### src/rtl/mbisr_repair_mem_pkg.sv
// Shared types for the self-repairing memory: FSM states,
// default geometry and the fault-injection register layout.
package mbisr_repair_mem_pkg;

  localparam int DEF_ADDR_W = 4;
  localparam int DEF_DATA_W = 4;
  localparam int DEF_SPARES = 2;

  // Fault address is held wide so any ADDR_W fits.
  localparam int FLT_AW = 16;

  typedef enum logic [1:0] {
    ST_IDLE = 2'd0,
    ST_RCHK = 2'd1,
    ST_RINS = 2'd2
  } state_e;

  typedef struct packed {
    logic [FLT_AW-1:0] addr;
    logic [1:0]        bit_idx;
    logic              sa;
    logic              armed;
  } flt_t;

endpackage

### src/rtl/mbisr_spare_cam.sv
// Combinational tag lookup over the spare words.
// addr in; hit/hit_idx, lowest free_idx and full out.
module mbisr_spare_cam
  import mbisr_repair_mem_pkg::*;
#(
  parameter int ADDR_W = DEF_ADDR_W,
  parameter int SPARES = DEF_SPARES,
  parameter int IDX_W  = 1
) (
  input  logic [ADDR_W-1:0]             addr,
  input  logic [SPARES-1:0][ADDR_W-1:0] tags,
  input  logic [SPARES-1:0]             valid,
  output logic                          hit,
  output logic [IDX_W-1:0]              hit_idx,
  output logic [IDX_W-1:0]              free_idx,
  output logic                          full
);

  // Descending scan: the last assignment wins, so the
  // lowest-numbered free spare is reported.
  always_comb begin
    hit      = 1'b0;
    hit_idx  = '0;
    free_idx = '0;
    full     = &valid;
    for (int i = SPARES - 1; i >= 0; i--) begin
      if (valid[i] && tags[i] == addr) begin
        hit     = 1'b1;
        hit_idx = IDX_W'(i);
      end
      if (!valid[i]) begin
        free_idx = IDX_W'(i);
      end
    end
  end

endmodule

### src/rtl/mbisr_repair_mem.sv
// Memory with spare-word repair and a stuck-at fault injector.
// Ports: req_* access, rsp_* read data, rep_* repair, flt_* fault.
module mbisr_repair_mem
  import mbisr_repair_mem_pkg::*;
#(
  parameter int ADDR_W = DEF_ADDR_W,
  parameter int DATA_W = DEF_DATA_W,
  parameter int SPARES = DEF_SPARES
) (
  input  logic              clk,
  input  logic              rst_n,
  input  logic              req_valid,
  output logic              req_ready,
  input  logic              req_we,
  input  logic [ADDR_W-1:0] req_addr,
  input  logic [DATA_W-1:0] req_wdata,
  output logic              rsp_valid,
  output logic [DATA_W-1:0] rsp_rdata,
  input  logic              rep_valid,
  input  logic [ADDR_W-1:0] rep_addr,
  output logic              rep_ack,
  output logic              rep_fail,
  output logic [1:0]        rep_used,
  input  logic              flt_set,
  input  logic [ADDR_W-1:0] flt_addr,
  input  logic [1:0]        flt_bit,
  input  logic              flt_sa
);

  localparam int DEPTH = 1 << ADDR_W;
  localparam int IDX_W = (SPARES > 1) ? $clog2(SPARES) : 1;

  state_e state_q, state_d;
  logic [ADDR_W-1:0] rep_addr_q, rep_addr_d;
  logic [SPARES-1:0][ADDR_W-1:0] tag_q, tag_d;
  logic [SPARES-1:0] sv_q, sv_d;
  logic [SPARES-1:0][DATA_W-1:0] sdat_q, sdat_d;
  logic [DEPTH-1:0][DATA_W-1:0] mem_q, mem_d;
  logic [1:0] used_q, used_d;
  flt_t flt_q, flt_d;
  logic rsp_valid_q, rsp_valid_d;
  logic [DATA_W-1:0] rsp_rdata_q, rsp_rdata_d;
  logic ack_q, ack_d;
  logic fail_q, fail_d;

  logic [ADDR_W-1:0] cam_addr;
  logic cam_hit, cam_full;
  logic [IDX_W-1:0] hit_idx, free_idx;
  logic acc;
  logic [DATA_W-1:0] rd_main;

  // Requests are only taken in IDLE, so the CAM can be
  // shared between the access path and the repair path.
  assign cam_addr = (state_q == ST_IDLE) ? req_addr
                                         : rep_addr_q;

  mbisr_spare_cam #(
    .ADDR_W (ADDR_W),
    .SPARES (SPARES),
    .IDX_W  (IDX_W)
  ) u_cam (
    .addr     (cam_addr),
    .tags     (tag_q),
    .valid    (sv_q),
    .hit      (cam_hit),
    .hit_idx  (hit_idx),
    .free_idx (free_idx),
    .full     (cam_full)
  );

  assign req_ready = (state_q == ST_IDLE) && !rep_valid;
  assign acc       = req_valid && req_ready;

  always_comb begin
    rd_main = mem_q[req_addr];
    if (flt_q.armed && flt_q.addr == FLT_AW'(req_addr)) begin
      rd_main[flt_q.bit_idx] = flt_q.sa;
    end
  end

  always_comb begin
    state_d     = state_q;
    rep_addr_d  = rep_addr_q;
    tag_d       = tag_q;
    sv_d        = sv_q;
    sdat_d      = sdat_q;
    mem_d       = mem_q;
    used_d      = used_q;
    flt_d       = flt_q;
    rsp_valid_d = 1'b0;
    rsp_rdata_d = rsp_rdata_q;
    ack_d       = 1'b0;
    fail_d      = 1'b0;

    if (flt_set) begin
      flt_d.addr    = FLT_AW'(flt_addr);
      flt_d.bit_idx = flt_bit;
      flt_d.sa      = flt_sa;
      flt_d.armed   = 1'b1;
    end

    unique case (state_q)
      ST_IDLE: begin
        if (rep_valid) begin
          rep_addr_d = rep_addr;
          state_d    = ST_RCHK;
        end else if (acc) begin
          if (req_we) begin
            if (cam_hit) sdat_d[hit_idx] = req_wdata;
            else mem_d[req_addr] = req_wdata;
          end else begin
            rsp_valid_d = 1'b1;
            rsp_rdata_d = cam_hit ? sdat_q[hit_idx] : rd_main;
          end
        end
      end
      ST_RCHK: begin
        if (cam_hit) begin
          ack_d   = 1'b1;
          state_d = ST_IDLE;
        end else if (!cam_full) begin
          state_d = ST_RINS;
        end else begin
          fail_d  = 1'b1;
          state_d = ST_IDLE;
        end
      end
      ST_RINS: begin
        tag_d[free_idx]  = rep_addr_q;
        sv_d[free_idx]   = 1'b1;
        sdat_d[free_idx] = '0;
        used_d           = used_q + 2'd1;
        ack_d            = 1'b1;
        state_d          = ST_IDLE;
      end
      default: state_d = ST_IDLE;
    endcase
  end

  always_ff @(posedge clk or negedge rst_n) begin
    if (!rst_n) begin
      state_q     <= ST_IDLE;
      rep_addr_q  <= '0;
      tag_q       <= '0;
      sv_q        <= '0;
      sdat_q      <= '0;
      mem_q       <= '0;
      used_q      <= '0;
      flt_q       <= '0;
      rsp_valid_q <= 1'b0;
      rsp_rdata_q <= '0;
      ack_q       <= 1'b0;
      fail_q      <= 1'b0;
    end else begin
      state_q     <= state_d;
      rep_addr_q  <= rep_addr_d;
      tag_q       <= tag_d;
      sv_q        <= sv_d;
      sdat_q      <= sdat_d;
      mem_q       <= mem_d;
      used_q      <= used_d;
      flt_q       <= flt_d;
      rsp_valid_q <= rsp_valid_d;
      rsp_rdata_q <= rsp_rdata_d;
      ack_q       <= ack_d;
      fail_q      <= fail_d;
    end
  end

  assign rsp_valid = rsp_valid_q;
  assign rsp_rdata = rsp_rdata_q;
  assign rep_ack   = ack_q;
  assign rep_fail  = fail_q;
  assign rep_used  = used_q;

endmodule

### config.mk
export PLATFORM = sky130hd
export DESIGN_NAME = mbisr_repair_mem
export DESIGN_NICKNAME = d
export VERILOG_FILES = /design/src/rtl/mbisr_repair_mem_pkg.sv /design/src/rtl/mbisr_spare_cam.sv /design/src/rtl/mbisr_repair_mem.sv
export SDC_FILE = /design/constraint.sdc
export NUM_CORES = 1
export LEC_CHECK = 0
export ABC_AREA = 1
export CAP_MARGIN = 40
export CORE_MARGIN = 4
export CORE_UTILIZATION = 39
export CTS_CLUSTER_DIAMETER = 200
export DETAILED_ROUTE_END_ITERATION = 6
export PLACE_DENSITY = 0.65
export SYNTH_ARGS = -nofsm -noshare
export SYNTH_HDL_FRONTEND = slang
export SYNTH_SLANG_ARGS = --single-unit
### constraint.sdc
create_clock -name clk -period 4.45 [get_ports clk]
set_input_delay 0.89 -clock clk [delete_from_list [all_inputs] [get_ports clk]]
set_output_delay 0.89 -clock clk [all_outputs]
set_load 0.02 [all_outputs]
Word level (Yosys, flattened, before mapping):

Index checks and enable logic that the tools add are counted.

* flip-flop bits (word level): 105
* bits in latches: 0
* bits in writable memories: 0
* bits in read-only memories: 0
* input port bits: 25
* output and inout port bits: 10
* word-level logic and storage cells: 118
* memories: 0

* $add $sub $neg: 1
* $mul: 0
* div/mod/pow operators: 0
* magnitude comparators: 8
* equality and inequality tests: 10
* shift-type cells: 0
* muxes and demuxes: 44
* bitwise logic cells: 6
* reductions and logical operators: 17

Operator list (count)
* 64-bit bitwise mux: 1
* 4-bit 2-to-1 mux: 9
* 8-bit 2-to-1 mux: 4
* 4-bit binary-select mux with 4-bit select: 1
* 8-bit bitwise mux: 2
* 4-bit demux with 4-bit select: 1
* 8-bit one-hot mux with 2 select lines: 1
* 1-bit 2-to-1 mux: 15
* 4-bit equality test: 3
* 2-bit inequality test (second input constant): 5
* 5-bit AND reduction: 2
* 1-bit logical AND: 9
* 8-bit bitwise AND: 1
* 4-bit demux with 1-bit select: 2
* 8-bit NOT: 1
* 2-bit 2-to-1 mux: 3
* 4-bit by 5-bit less-than comparator with 1-bit output (second input constant): 1
* 4-bit bitwise mux: 1
* 4-bit by 1-bit greater-or-equal comparator with 1-bit output (second input constant): 1
* 1-bit by 2-bit less-than comparator with 1-bit output (second input constant): 2
* 2-bit one-hot mux with 2 select lines: 1
* 2-bit AND reduction: 2
* 4-bit AND reduction: 1
* 2-bit by 3-bit less-than comparator with 1-bit output (second input constant): 1
* other kinds (13): 16

Longest topological paths before layout:

Gate-level depths: netlist of run 1.

* depth after elaboration: 16
* mapped depth: 15
* depth with buffers taken out: 14

By module:

A second synthesis of run 1 with hierarchy kept.

* cells, all modules: 680
* area total of the unflattened synthesis: 5127.4 um^2

Modules (own cells, without submodules)
* mbisr_repair_mem: times used 1, cells each 638, area an instance 4946.0 um^2, sequential area each 2627.5 um^2
* mbisr_spare_cam: times used 1, cells each 42, area an instance 181.4 um^2, sequential area each 0.0 um^2

Worst setup path before layout of run 1:

No wires, ideal clock.

* path type: input to register
* start: input req_addr[0]
* end: register rsp_rdata_q[0] (netlist: rsp_rdata[0])
* setup time: 0.122 ns
* arrival: 1.969 ns
* required time: 4.328 ns
* setup slack: 2.359 ns
* stages: 8
* path buffers: 1
* cells stage by stage: clkinv_1 -> clkbuf_1 -> nand2_1 -> nand3_1 -> nor3_1 -> nand4_1 -> nand3_1 -> a21oi_1

* longest elaborated chain between the ends: 8
* elaborated cells between the ends (all ways): 17
* those cells by class: eq/ne: 3; mux: 11; reduce/logical: 3

Ends and longest elaborated chain
* start, declared: line mbisr_repair_mem.sv:15 `input logic [ADDR_W-1:0] req_addr,`
* 4-bit 2-to-1 mux: line mbisr_repair_mem.sv:54 `assign cam_addr = (state_q == ST_IDLE) ? req_addr`
* 4-bit equality test: line mbisr_spare_cam.sv:27 `if (valid[i] && tags[i] == addr) begin`
* 1-bit logical AND: line mbisr_spare_cam.sv:27
* 1-bit 2-to-1 mux (2 in a row): line mbisr_spare_cam.sv:27
* 4-bit 2-to-1 mux (implied by the code) (2 in a row): line mbisr_repair_mem.sv:113 `rsp_rdata_d = cam_hit ? sdat_q[hit_idx] : rd_main;`
* 4-bit 2-to-1 mux *: line mbisr_repair_mem.sv:113
* end signal, assigned: line mbisr_repair_mem.sv:164 `rsp_rdata_q <= rsp_rdata_d;`
* end, declared: line mbisr_repair_mem.sv:42 `logic [DATA_W-1:0] rsp_rdata_q, rsp_rdata_d;`

Mark *: on every way between the ends. The rest lies on a longest branch, timed or not. The select of a mux whose other input is x is not followed.
A chain may end at the register's enable or synchronous reset.

Final worst setup path of run 1:

* start: register state_q[1]
* end: output req_ready

* longest elaborated chain between the ends: 2

Ends and longest elaborated chain
* start, declared: line mbisr_repair_mem.sv:33 `state_e state_q, state_d;`
* start signal, assigned: line mbisr_repair_mem.sv:155 `state_q <= state_d;`
* 2-bit zero test: line mbisr_repair_mem.sv:71 `assign req_ready = (state_q == ST_IDLE) && !rep_valid;`
* 1-bit logical AND: line mbisr_repair_mem.sv:71
* end, declared: line mbisr_repair_mem.sv:13 `output logic req_ready,`

No other way between the ends.

==> impl_metrics.yaml, run 1 <==
status:
  status: "finished, final reports clean"
die:
  initial_utilization_pct: 39.7
  io_pins: 35
  design.core.area_um2: 14500
  die_h_um: 129
  dieWidth_um: 129
  core.rowCount: 44
  dieArea_um2: 16700
yosys:
  synth_top_family_by_area: "simple AND/OR/NAND/NOR gates"
  synthMuxAreaShare_pct: 0.196
  synth_nets: 827
  yosysWarningCount: 0
  synth_fa_ha_area_share_pct: 0.654
  ys_types: 30
  syn_area_per_cell_um2: 7.19
  ys_ff_latch: 105
  synth_cells: 799
  synth_compound_area_share_pct: 3.05
  yosysSeqAreaShare_pct: 45.8
  synth_xor_area_share_pct: 0.458
  syn-cell-area_um2: 5740
  yosys.area_share.simple_pct: 44.0
final_layout:
  drive_gt1_share_pct: 7.65
  regArea_um2: 2630
  syn_to_final_growth_pct: 15.8
  fin_util_pct: 45.9
  multi_input_area_um2: 2780
  n_antenna_cell: 0
  final_nets: 846
  n_fill_cell: 1507
timing:
  setup_violations: 0
  fmax_mhz: 314
  holdWs_ns: 0.468
  worst_slack_ns: 1.27
  fin_setup_tns_ns: 0
  worstMarginPinSlew_ns: 0.792
  slew_viol_final: 0
  min_period_over_period_pct: 71.6
  hold_violations: 0
  period_minus_slack_ns: 3.18
  finalClockSkew_ns: 0.00738
  rsz0062_at_grt: "false"
  max_slew_margin_pct: 47.0
clock_network:
  clock_sinks: 105
  h-tree-depth: 3
  clock-root-buffer: "clkbuf_16"
  cts_setup_buffers: 0
  postCtsHoldBufs: 0
  cts_buffers: 9
  clkLatencyLatePin_ns: 0.36
  clk_pin_slew_worst_paths_ns: 0.07
  cts_buffer_depth: 2
  cts_tree: "yes"
  cts_resized: 0
place:
  pre_cts_slack_ns: 1.18
  portBuffers: 34
  gp_congestion: 0.884
  hpwl_um: 10200
route:
  vias: 5178
  drt_iter0_drc: 369
  drt_wl_total_um: 14900
  wl_met1_um: 7030
  drc: 0
  vias_per_cell: 5.14
  top_layer: "met4"
  ant_nets: 0
  routedWlPerCell_um: 14.8
  drtPass1Iterations: 7
  dr_wl_met2_um: 6880
  wl_met3_um: 685
setup_path:
  r2r_cells: 14
  startpoint_type: "flip-flop"
  critPathCaptureType: "output port"
  critPathMaxFanout: 12
  r2r_setup_slack_ns: 1.62
  cp.arrival_ns: 2.29
  critPathRequiredTime_ns: 3.56
  criticalPathCategory: "reg -> out"
  r2r_start: "state_q[1]"
  timing.rr.end: "mem_q[55]"
global_route:
  grt_pass1_wl_um: 24600
  gr-total-overflow: 0
  grt_use_total_pct: 18.5
  grt_start_max_net_pins: 44
  first_global_vias: 4895
  antenna_found_initial: 0
run:
  maxCapViolations: 0
hold_path:
  worstHoldPathCells: 1
  min_path_type: "reg -> reg"
  min_from: "rep_used[1]"
  holdPathEnd: "rep_used[1]"
power:
  p_total_w: 0.00343
  vdd_drop_max_mv: 0.220
  power.density_nw_per_um2: 516
  p_leak_nw: 3.47
==> cell usage after synthesis <==
cell      count  area share (%)
buf_6         2            0.39
ha_1          3            0.65
a21oi_1       9            0.78
nor2_8        1            0.35
a21o_1        1            0.13
o21ai_0      18             1.6
nand2_2       2            0.22
xor2_1        1            0.15
or2_2         1            0.11
nand3_2      17             3.0
buf_2         8            0.70
nand3_1      39             3.4
o21ai_1       2            0.17
inv_2         3            0.20
xnor2_1       2            0.31
nand3b_1      4            0.52
dfrtp_1     105              46
o21bai_1      1            0.13
nor2_1       39             2.5
nor2_2        1            0.11
buf_1        11            0.72
clkbuf_1     23             1.5
a21boi_0      2            0.26
nand4_1      72             7.8
clkinv_1      1           0.065
nor3_1        1           0.087
mux2_2        1            0.20
nand2_1     396              26
buf_4         2            0.26
inv_1        31             2.0
==> layout make-up <==
cell class / instances / area share [%]
Multi-Input combinational cell: 613 / 41.8
Clock inverter: 3 / 1.04
Clock buffer: 13 / 4.22
Sequential cell: 105 / 39.5
Timing Repair Buffer: 54 / 7.98
Inverter: 35 / 1.98
Tap cell: 184 / 3.46
==> flip-flops by register name, indices dropped and copies added (netlist names) <==
signal	count
state_q	2
rep_used	2
tag_q	8
rep_addr_q	4
sdat_q	8
rep_fail	1
mem_q	64
sv_q	2
rep_ack	1
rsp_valid	1
flt_q	8
rsp_rdata	4
==> cells by family (layout without fill, tap and decap cells) <==
family | after synthesis | after routing
xor+xnor | 3 | 3
fa+ha+maj | 3 | 3
flops | 105 | 105
compound gates | 33 | 33
buf+inv | 81 | 105
simple gates | 573 | 573
mux | 1 | 1
==> cells in the final DEF, fill, tap and decap left out <==
| cell | netlist | final |
|---|---|---|
| nor2_1 | 39 | 39 |
| a21boi_0 | 2 | 2 |
| nand2_2 | 2 | 2 |
| nand2_1 | 396 | 396 |
| a21o_1 | 1 | 1 |
| buf_12 | 0 | 1 |
| nand3_2 | 17 | 17 |
| xnor2_1 | 2 | 2 |
| o21ai_0 | 18 | 18 |
| ha_1 | 3 | 3 |
| clkdlybuf4s50_1 | 0 | 33 |
| nand4_1 | 72 | 72 |
| mux2_2 | 1 | 1 |
| nand3b_1 | 4 | 4 |
| buf_8 | 0 | 4 |
| nor2_2 | 1 | 1 |
| inv_2 | 3 | 3 |
| or2_2 | 1 | 1 |
| clkbuf_8 | 0 | 4 |
| xor2_1 | 1 | 1 |
| clkbuf_16 | 0 | 9 |
| nand3_1 | 39 | 39 |
| o21bai_1 | 1 | 1 |
| nor3_1 | 1 | 1 |
| inv_6 | 0 | 1 |
| inv_1 | 31 | 31 |
| o21ai_1 | 2 | 2 |
| clkinv_1 | 1 | 1 |
| buf_4 | 2 | 16 |
| nor2_8 | 1 | 1 |
| bufinv_16 | 0 | 2 |
| dfrtp_1 | 105 | 105 |
| a21oi_1 | 9 | 9 |
==> stage by stage <==
step / cells / cell area, um2
finish: 1007 / 6650
global route: 1007 / 6650
CTS: 1007 / 6650
detailed placement: 991 / 6300
global placement: 986 / 6230
floorplan: 799 / 5740
==> power by group <==
part | switching (W) | leakage (nW) | internal [W]
logic | 0.000720 | 1.93 | 0.000405
clock network | 0.000360 | 0.172 | 0.000557
registers | 0.000169 | 1.37 | 0.00122
total | 0.00125 | 3.47 | 0.00218
==> worst max-delay path, cell delays in order, from the launching register on <==
cell	delay, ns
dfrtp_1	0.41
inv_1	0.08
ha_1	0.42
inv_2	0.21
nor2_2	0.18
clkdlybuf4s50_1	0.63
==> routing by layer <==
metal,GRT usage [%],up-vias
li1,-,2620
met1,25.2,2418
met3,3.87,21
met4,6.36,0
met2,29.3,119
met5,0,-
==> worst max-delay path by stage <==
stage / slack [ns] / endpoint / from
floorplan: 2.36 / rsp_rdata[0] / req_addr[0]
global placement: 1.24 / mem_q[51] / req_addr[1]
detailed placement: 1.18 / mem_q[50] / req_addr[2]
CTS: 1.24 / req_ready / state_q[1]
global route: 1.11 / req_ready / state_q[1]
finish: 1.27 / req_ready / state_q[1]
Note: power is estimated with default switching activity, not from simulation.
==> run 2, diff against run 1 <==
--- a/config.mk
+++ b/config.mk
@@ -11,7 +11,7 @@
 export CORE_UTILIZATION = 39
 export CTS_CLUSTER_DIAMETER = 200
 export DETAILED_ROUTE_END_ITERATION = 6
-export PLACE_DENSITY = 0.65
+export PLACE_DENSITY = 0.67
 export SYNTH_ARGS = -nofsm -noshare
 export SYNTH_HDL_FRONTEND = slang
 export SYNTH_SLANG_ARGS = --single-unit
==> constraint.sdc (replaced) <==
create_clock -name clk -period 2.65 [get_ports clk]
set_input_delay 0.53 -clock clk [delete_from_list [all_inputs] [get_ports clk]]
set_output_delay 0.53 -clock clk [all_outputs]
set_load 0.02 [all_outputs]
==> run 2 against run 1 <==
Effect of this change:
- sequential power rose by 68%
- clock skew rose by 0.0039 ns
- wire length fell by 0.28%
- global-route usage rose by 0.38 points
- hold slack got worse by 0.28 ns
- combinational power rose by 69%
- via count rose by 0.93%
- non-clock buffer count rose by 12
- highest routed layer unchanged
==> impl_metrics.yaml, run 2 (synthesis results as in run 1) <==
setup_path:
  critPathBufInv: 4
  critPathRequiredTime_ns: 2.90
  criticalPathCategory: "reg -> reg"
  cp_slowest_cell: "dfrtp_1"
  cp.arrival_ns: 2.57
  worstPathCellList: "inv_1 > ha_2 > buf_4 > nand2_1 > nand3_1 > nand2_1 > nor2_1 > nand3_2 > nand2_2 > nor2_8 > buf_12 > buf_4 > nand4_1 > nand2_1"
  critPathMaxFanout: 30
  cpLargestDelayFamily: "simple AND/OR/NAND/NOR gates"
  startpoint_type: "flip-flop"
  critPathCaptureType: "flip-flop"
  crit_top_cell: "nand2_1"
  cp_slowest_stage_delay_ns: 0.39
timing:
  worst_slack_ns: 0.327
  slew_viol_final: 0
  holdWs_ns: 0.187
  max_slew_margin_pct: 58.7
  fmax_mhz: 431
  hold_violations: 0
  worstMarginPinSlew_ns: 0.616
  period_minus_slack_ns: 2.32
  rsz0062_at_grt: "false"
  min_period_over_period_pct: 87.7
  finalClockSkew_ns: 0.0113
  setup_violations: 0
  fin_setup_tns_ns: 0
final_layout:
  syn_to_final_growth_pct: 17.2
  n_fill_cell: 1430
  regMostFlops: "mem_q"
  drive_gt1_share_pct: 9.10
  final_cell_mix: "396 x nand2_1, 105 x dfrtp_1, 72 x nand4_1"
  n_antenna_cell: 0
  multi_input_area_um2: 2780
  final_common_cell: "nand2_1"
  final_nets: 858
  regArea_um2: 2630
  fin_util_pct: 46.5
  largest_register_ffs: 64
route:
  drtPass1Iterations: 5
  vias: 5226
  ant_nets: 0
  wl_met3_um: 667
  routedWlPerCell_um: 14.6
  drt_wl_total_um: 14800
  top_layer: "met4"
  dr_wl_met2_um: 6970
  wl_met1_um: 6920
  drc: 0
  drt_iter0_drc: 387
  vias_per_cell: 5.13
clock_network:
  clock-root-buffer: "clkbuf_16"
  clock_sinks: 105
  cts_buffer_depth: 2
  clkLatencyLatePin_ns: 0.36
  cts_tree: "yes"
  cts_buffers: 9
  clk_pin_slew_worst_paths_ns: 0.07
  h-tree-depth: 3
  postCtsHoldBufs: 0
place:
  pre_cts_slack_ns: 0.145
  gp_congestion: 0.842
  hpwl_um: 10000
  portBuffers: 34
hold_path:
  min_path_type: "in -> async"
die:
  die_h_um: 129
  design.core.area_um2: 14500
  dieWidth_um: 129
  core.rowCount: 44
  io_pins: 35
  dieArea_um2: 16700
  initial_utilization_pct: 39.7
global_route:
  antenna_found_initial: 0
  gr-total-overflow: 0
  first_global_vias: 4950
  grt_use_total_pct: 18.8
  grt_pass1_wl_um: 25000
  grt_start_max_net_pins: 48
status:
  status: "finished, final reports clean"
power:
  vdd_drop_max_mv: 0.457
  p_total_w: 0.00567
  p_leak_nw: 3.54
  power.density_nw_per_um2: 843
run:
  maxCapViolations: 0
-- run 2: cell count changes in the layout (fill, tap and decap cells not counted) --
| cell | change |
|---|---|
| buf_12 | +4 |
| buf_4 | +12 |
| buf_8 | -4 |
| bufinv_16 | -1 |
| clkbuf_8 | -1 |
| clkdlybuf4s50_1 | -1 |
| clkinv_2 | +2 |
| dlymetal6s2s_1 | +1 |
| ha_1 | -1 |
| ha_2 | +1 |
-- run 2: layer usage --
layer	global-route usage, %	up-vias
met5	0	-
met2	29.9	119
met1	26.1	2449
met3	3.59	23
met4	6.11	0
li1	-	2635
-- run 2: through the flow --
step           instances  area (um2)
6_report            1019        6730
5_1_grt             1019        6730
4_1_cts             1019        6730
3_5_place_dp        1003        6410
3_3_place_gp        1003        6410
2_1_floorplan        799        5740
-- run 2: power by group --
group | internal [W] | leakage (nW) | total (W) | switching [W]
Sequential | 0.00204 | 1.37 | 0.00234 | 0.000294
Clock | 0.000811 | 0.159 | 0.00142 | 0.000609
Combinational | 0.000722 | 2.01 | 0.00191 | 0.00119
-- run 2: what timing repair did --
| action | CTS | global route |
|---|---|---|
| buffers inserted | 0 | 0 |
| setup endpoints to repair | 1 | 1 |
| gates cloned | 0 | 0 |
| gates resized for setup | 1 | 1 |
-- run 2: worst reg2reg max path, stage by stage, from the launching register on --
cell and delay (ns):
dfrtp_1 0.39, inv_1 0.10, ha_2 0.30, buf_4 0.18, nand2_1 0.09, nand3_1 0.11, nand2_1 0.08, nor2_1 0.13
nand3_2 0.13, nand2_2 0.17, nor2_8 0.07, buf_12 0.18, buf_4 0.17, nand4_1 0.06, nand2_1 0.06
-- run 2: path summary, 6_finish.rpt --
check                           start       end  slack [ns]  cells after the start
max reg2reg                state_q[0]  mem_q[1]        0.33                     14
max                        state_q[0]  mem_q[1]        0.33                     14
min                             rst_n  tag_q[0]        0.19                      1
min in group clk             flt_q[0]  flt_q[0]        0.46                      1
max in group asynchronous       rst_n  mem_q[5]        1.79                      2
min reg2reg                  flt_q[0]  flt_q[0]        0.46                      1
-- run 2: final cells by class --
class	count	area share (%)
clock buffers	12	3.96
clock inverters	4	0.725
inverters	35	1.95
multi-input cells	613	41.3
flip-flops and latches	105	39.0
well taps	184	3.42
repair buffers	66	9.56
==> run 3, diff against run 2 <==
--- a/config.mk
+++ b/config.mk
@@ -7,11 +7,13 @@
 export LEC_CHECK = 0
 export ABC_AREA = 1
 export CAP_MARGIN = 40
+export CORE_ASPECT_RATIO = 2
 export CORE_MARGIN = 4
 export CORE_UTILIZATION = 39
 export CTS_CLUSTER_DIAMETER = 200
 export DETAILED_ROUTE_END_ITERATION = 6
-export PLACE_DENSITY = 0.67
+export PLACE_DENSITY = 0.68
 export SYNTH_ARGS = -nofsm -noshare
 export SYNTH_HDL_FRONTEND = slang
+export SYNTH_HIERARCHICAL = 1
 export SYNTH_SLANG_ARGS = --single-unit
==> run 3 against run 2 <==
Effect of this change:
- critical path type unchanged
- highest routed layer unchanged
- critical path depth rose by 3
- largest cell class is now sequential cells
- synthesized area fell by 11%
- register-to-register slack got worse by 0.17 ns
==> impl_metrics.yaml, run 3 <==
status:
  status: "finished, final reports clean"
clock_network:
  cts_buffers: 9
  cts_buffer_depth: 2
  clkLatencyLatePin_ns: 0.34
  clock_sinks: 105
  postCtsHoldBufs: 0
  cts_tree: "yes"
  clock-root-buffer: "clkbuf_16"
  clk_pin_slew_worst_paths_ns: 0.07
  h-tree-depth: 3
global_route:
  grt_start_max_net_pins: 45
  gr-total-overflow: 0
  first_global_vias: 4736
  grt_pass1_wl_um: 21800
  antenna_found_initial: 0
  grt_use_total_pct: 18.6
setup_path:
  cp.arrival_ns: 2.69
  cp_slowest_stage_delay_ns: 0.38
  critPathRequiredTime_ns: 2.85
  cp_slowest_cell: "dfrtp_1"
  r2r_cells: 17
  criticalPathCategory: "reg -> reg"
  startpoint_type: "flip-flop"
  critPathCaptureType: "flip-flop"
  worstPathCellList: "inv_1 > ha_4 > buf_4 > o21ai_2 > buf_4 > nor2_1 > nor2_1 > nand3_1 > o21ai_2 > inv_2 > nand2_4 > buf_4 > nor3_4 > buf_6 > nand2_4 > nand2_1 > o21ai_1"
  crit_top_cell: "buf_4"
  critPathMaxFanout: 8
yosys:
  yosysSeqAreaShare_pct: 51.2
  syn_area_per_cell_um2: 7.54
  ys_top_cells_by_area: "dfrtp_1 51%, nand2_1 23%, o21ai_0 5.9%, inv_1 4.0%, o21ai_1 3.0%"
  ys_ff_latch: 105
  yosysWarningCount: 6
  synth_enable_flop_cells: 0
  yosys-top-cells-count: "314 x nand2_1, 105 x dfrtp_1, 60 x o21ai_0, 55 x inv_1, 32 x nor2_1"
  synthArstFlopShare_pct: 100
  yosysMostFrequentCell: "nand2_1"
  ys_types: 30
  syn-cell-area_um2: 5130
  synth_cells: 680
  synth_ff_type: "dfrtp_1"
  synth_top_area_cell: "dfrtp_1"
  yosys.area.top_type_share_pct: 51.2
  synth_nets: 709
timing:
  worst_slack_ns: 0.160
  slew_viol_final: 0
  min_period_over_period_pct: 94.0
  max_slew_margin_pct: 49.5
  finalClockSkew_ns: 0.00867
  hold_violations: 0
  holdWs_ns: 0.168
  fin_setup_tns_ns: 0
  period_minus_slack_ns: 2.49
  fmax_mhz: 402
  worstMarginPinSlew_ns: 0.757
  setup_violations: 0
final_layout:
  final_area_um2: 6210
  final_common_cell: "nand2_1"
  largest_register_ffs: 64
  final_nets: 764
  syn_to_final_growth_pct: 21.1
  layout.cells.non_filler: 892
  final_cell_mix: "310 x nand2_1, 105 x dfrtp_1, 57 x o21ai_0"
  n_antenna_cell: 0
  regMostFlops: "mem_q"
  drive_gt1_share_pct: 9.86
place:
  pre_cts_slack_ns: -0.220
  hpwl_um: 9900
  place_area_um2: 5800
  place_inst: 874
  portBuffers: 34
  gp_congestion: 0.912
power:
  intPower_w: 0.00380
  pwr-share-seq_pct: 39.6
  clock_power_share_pct: 23.8
  vdd_drop_max_mv: 0.656
  p_sw_share_pct: 35.5
  p_leak_nw: 3.21
  switching_power_w: 0.00209
  comb_power_share_pct: 36.5
  power.density_nw_per_um2: 947
route:
  vias_per_cell: 5.13
  drtPass1Iterations: 5
  ant_nets: 0
  drt_wl_total_um: 13400
  drt_iter0_drc: 240
  routedWlPerCell_um: 15.0
  vias: 4575
  drc: 0
die:
  design.core.area_um2: 12900
  core.rowCount: 59
  dieArea_um2: 15200
  dieWidth_um: 89.1
  initial_utilization_pct: 39.7
  io_pins: 35
  die_h_um: 170
hold_path:
  min_path_type: "in -> async"
run:
  maxCapViolations: 0
## run 3: power groups by stage
| stage | combinational (W) | sequential (W) | clock [W] |
|---|---|---|---|
| 5_1_grt | 0.00242 | 0.00238 | 0.00150 |
| 2_1_floorplan | 0.00122 | 0.00235 | 0 |
| 4_1_cts | 0.00202 | 0.00233 | 0.00143 |
| 6_report | 0.00215 | 0.00233 | 0.00140 |
| 3_5_place_dp | 0.00200 | 0.00236 | 0 |
| 3_3_place_gp | 0.00194 | 0.00234 | 0 |
## run 3: cell families after synthesis
| family | count (synthesis) | share of synthesized area, % |
|---|---|---|
| DFF | 105 | 51.2 |
| AOI/OAI and AO/OA | 115 | 11.5 |
| buffers and inverters | 76 | 5.76 |
| xor gates and xnor gates | 3 | 0.513 |
| and+or+nand+nor | 377 | 30.0 |
| adders and majority gates | 4 | 0.976 |
## run 3: layout make-up
type / count / area, um2
timing repair buffer: 63 / 591
clock buffer: 12 / 236
multi-input combinational: 499 / 2270
inverter: 57 / 214
tap: 152 / 190
clock inverter: 4 / 77.6
fill: 1236 / 6710
sequential: 105 / 2630
## run 3: per-layer routing
layer  up-vias  GRT usage [%]  part of all wire (%)
met5         -              0                     0
li1       2242              -                     -
met1      2177           19.5                    35
met2       117           34.8                    57
met4         0           8.94                   3.9
met3        39           2.52                   3.7
## run 3: worst max-delay path, delay by kind of cell (launching register included)
family | cells | cell delay, ns
AO/OA/AOI/OAI | 3 | 0.23
adder cells (fa/ha/maj) | 1 | 0.18
buffers and inverters | 6 | 0.81
AND/OR/NAND/NOR | 7 | 0.71
flip-flops | 1 | 0.38
## run 3: final timing paths
| path | start | end | slack (ns) |
|---|---|---|---|
| setup / recovery | state_q[1] | mem_q[4] | 0.16 |
| hold / removal | rst_n | rep_used[1] | 0.17 |
| setup reg to reg | state_q[1] | mem_q[4] | 0.16 |
| hold reg to reg | flt_q[0] | flt_q[0] | 0.47 |
| max in group asynchronous | rst_n | sdat_q[0] | 1.70 |
| min in group clk | flt_q[0] | flt_q[0] | 0.47 |
## run 3: timing repair
item                                    in CTS  in global routing
setup buffers                                0                  2
endpoints found under the setup margin      49                 73
pin swaps                                    0                  2
gates resized for setup                      1                 23
## run 3: per-stage QoR
step	total power, W	utilization, %
detailed placement	0.00436	44.9
global route	0.00630	48.1
CTS	0.00578	47.4
global placement	0.00428	44.9
finish	0.00588	48.1
floorplan	0.00357	-
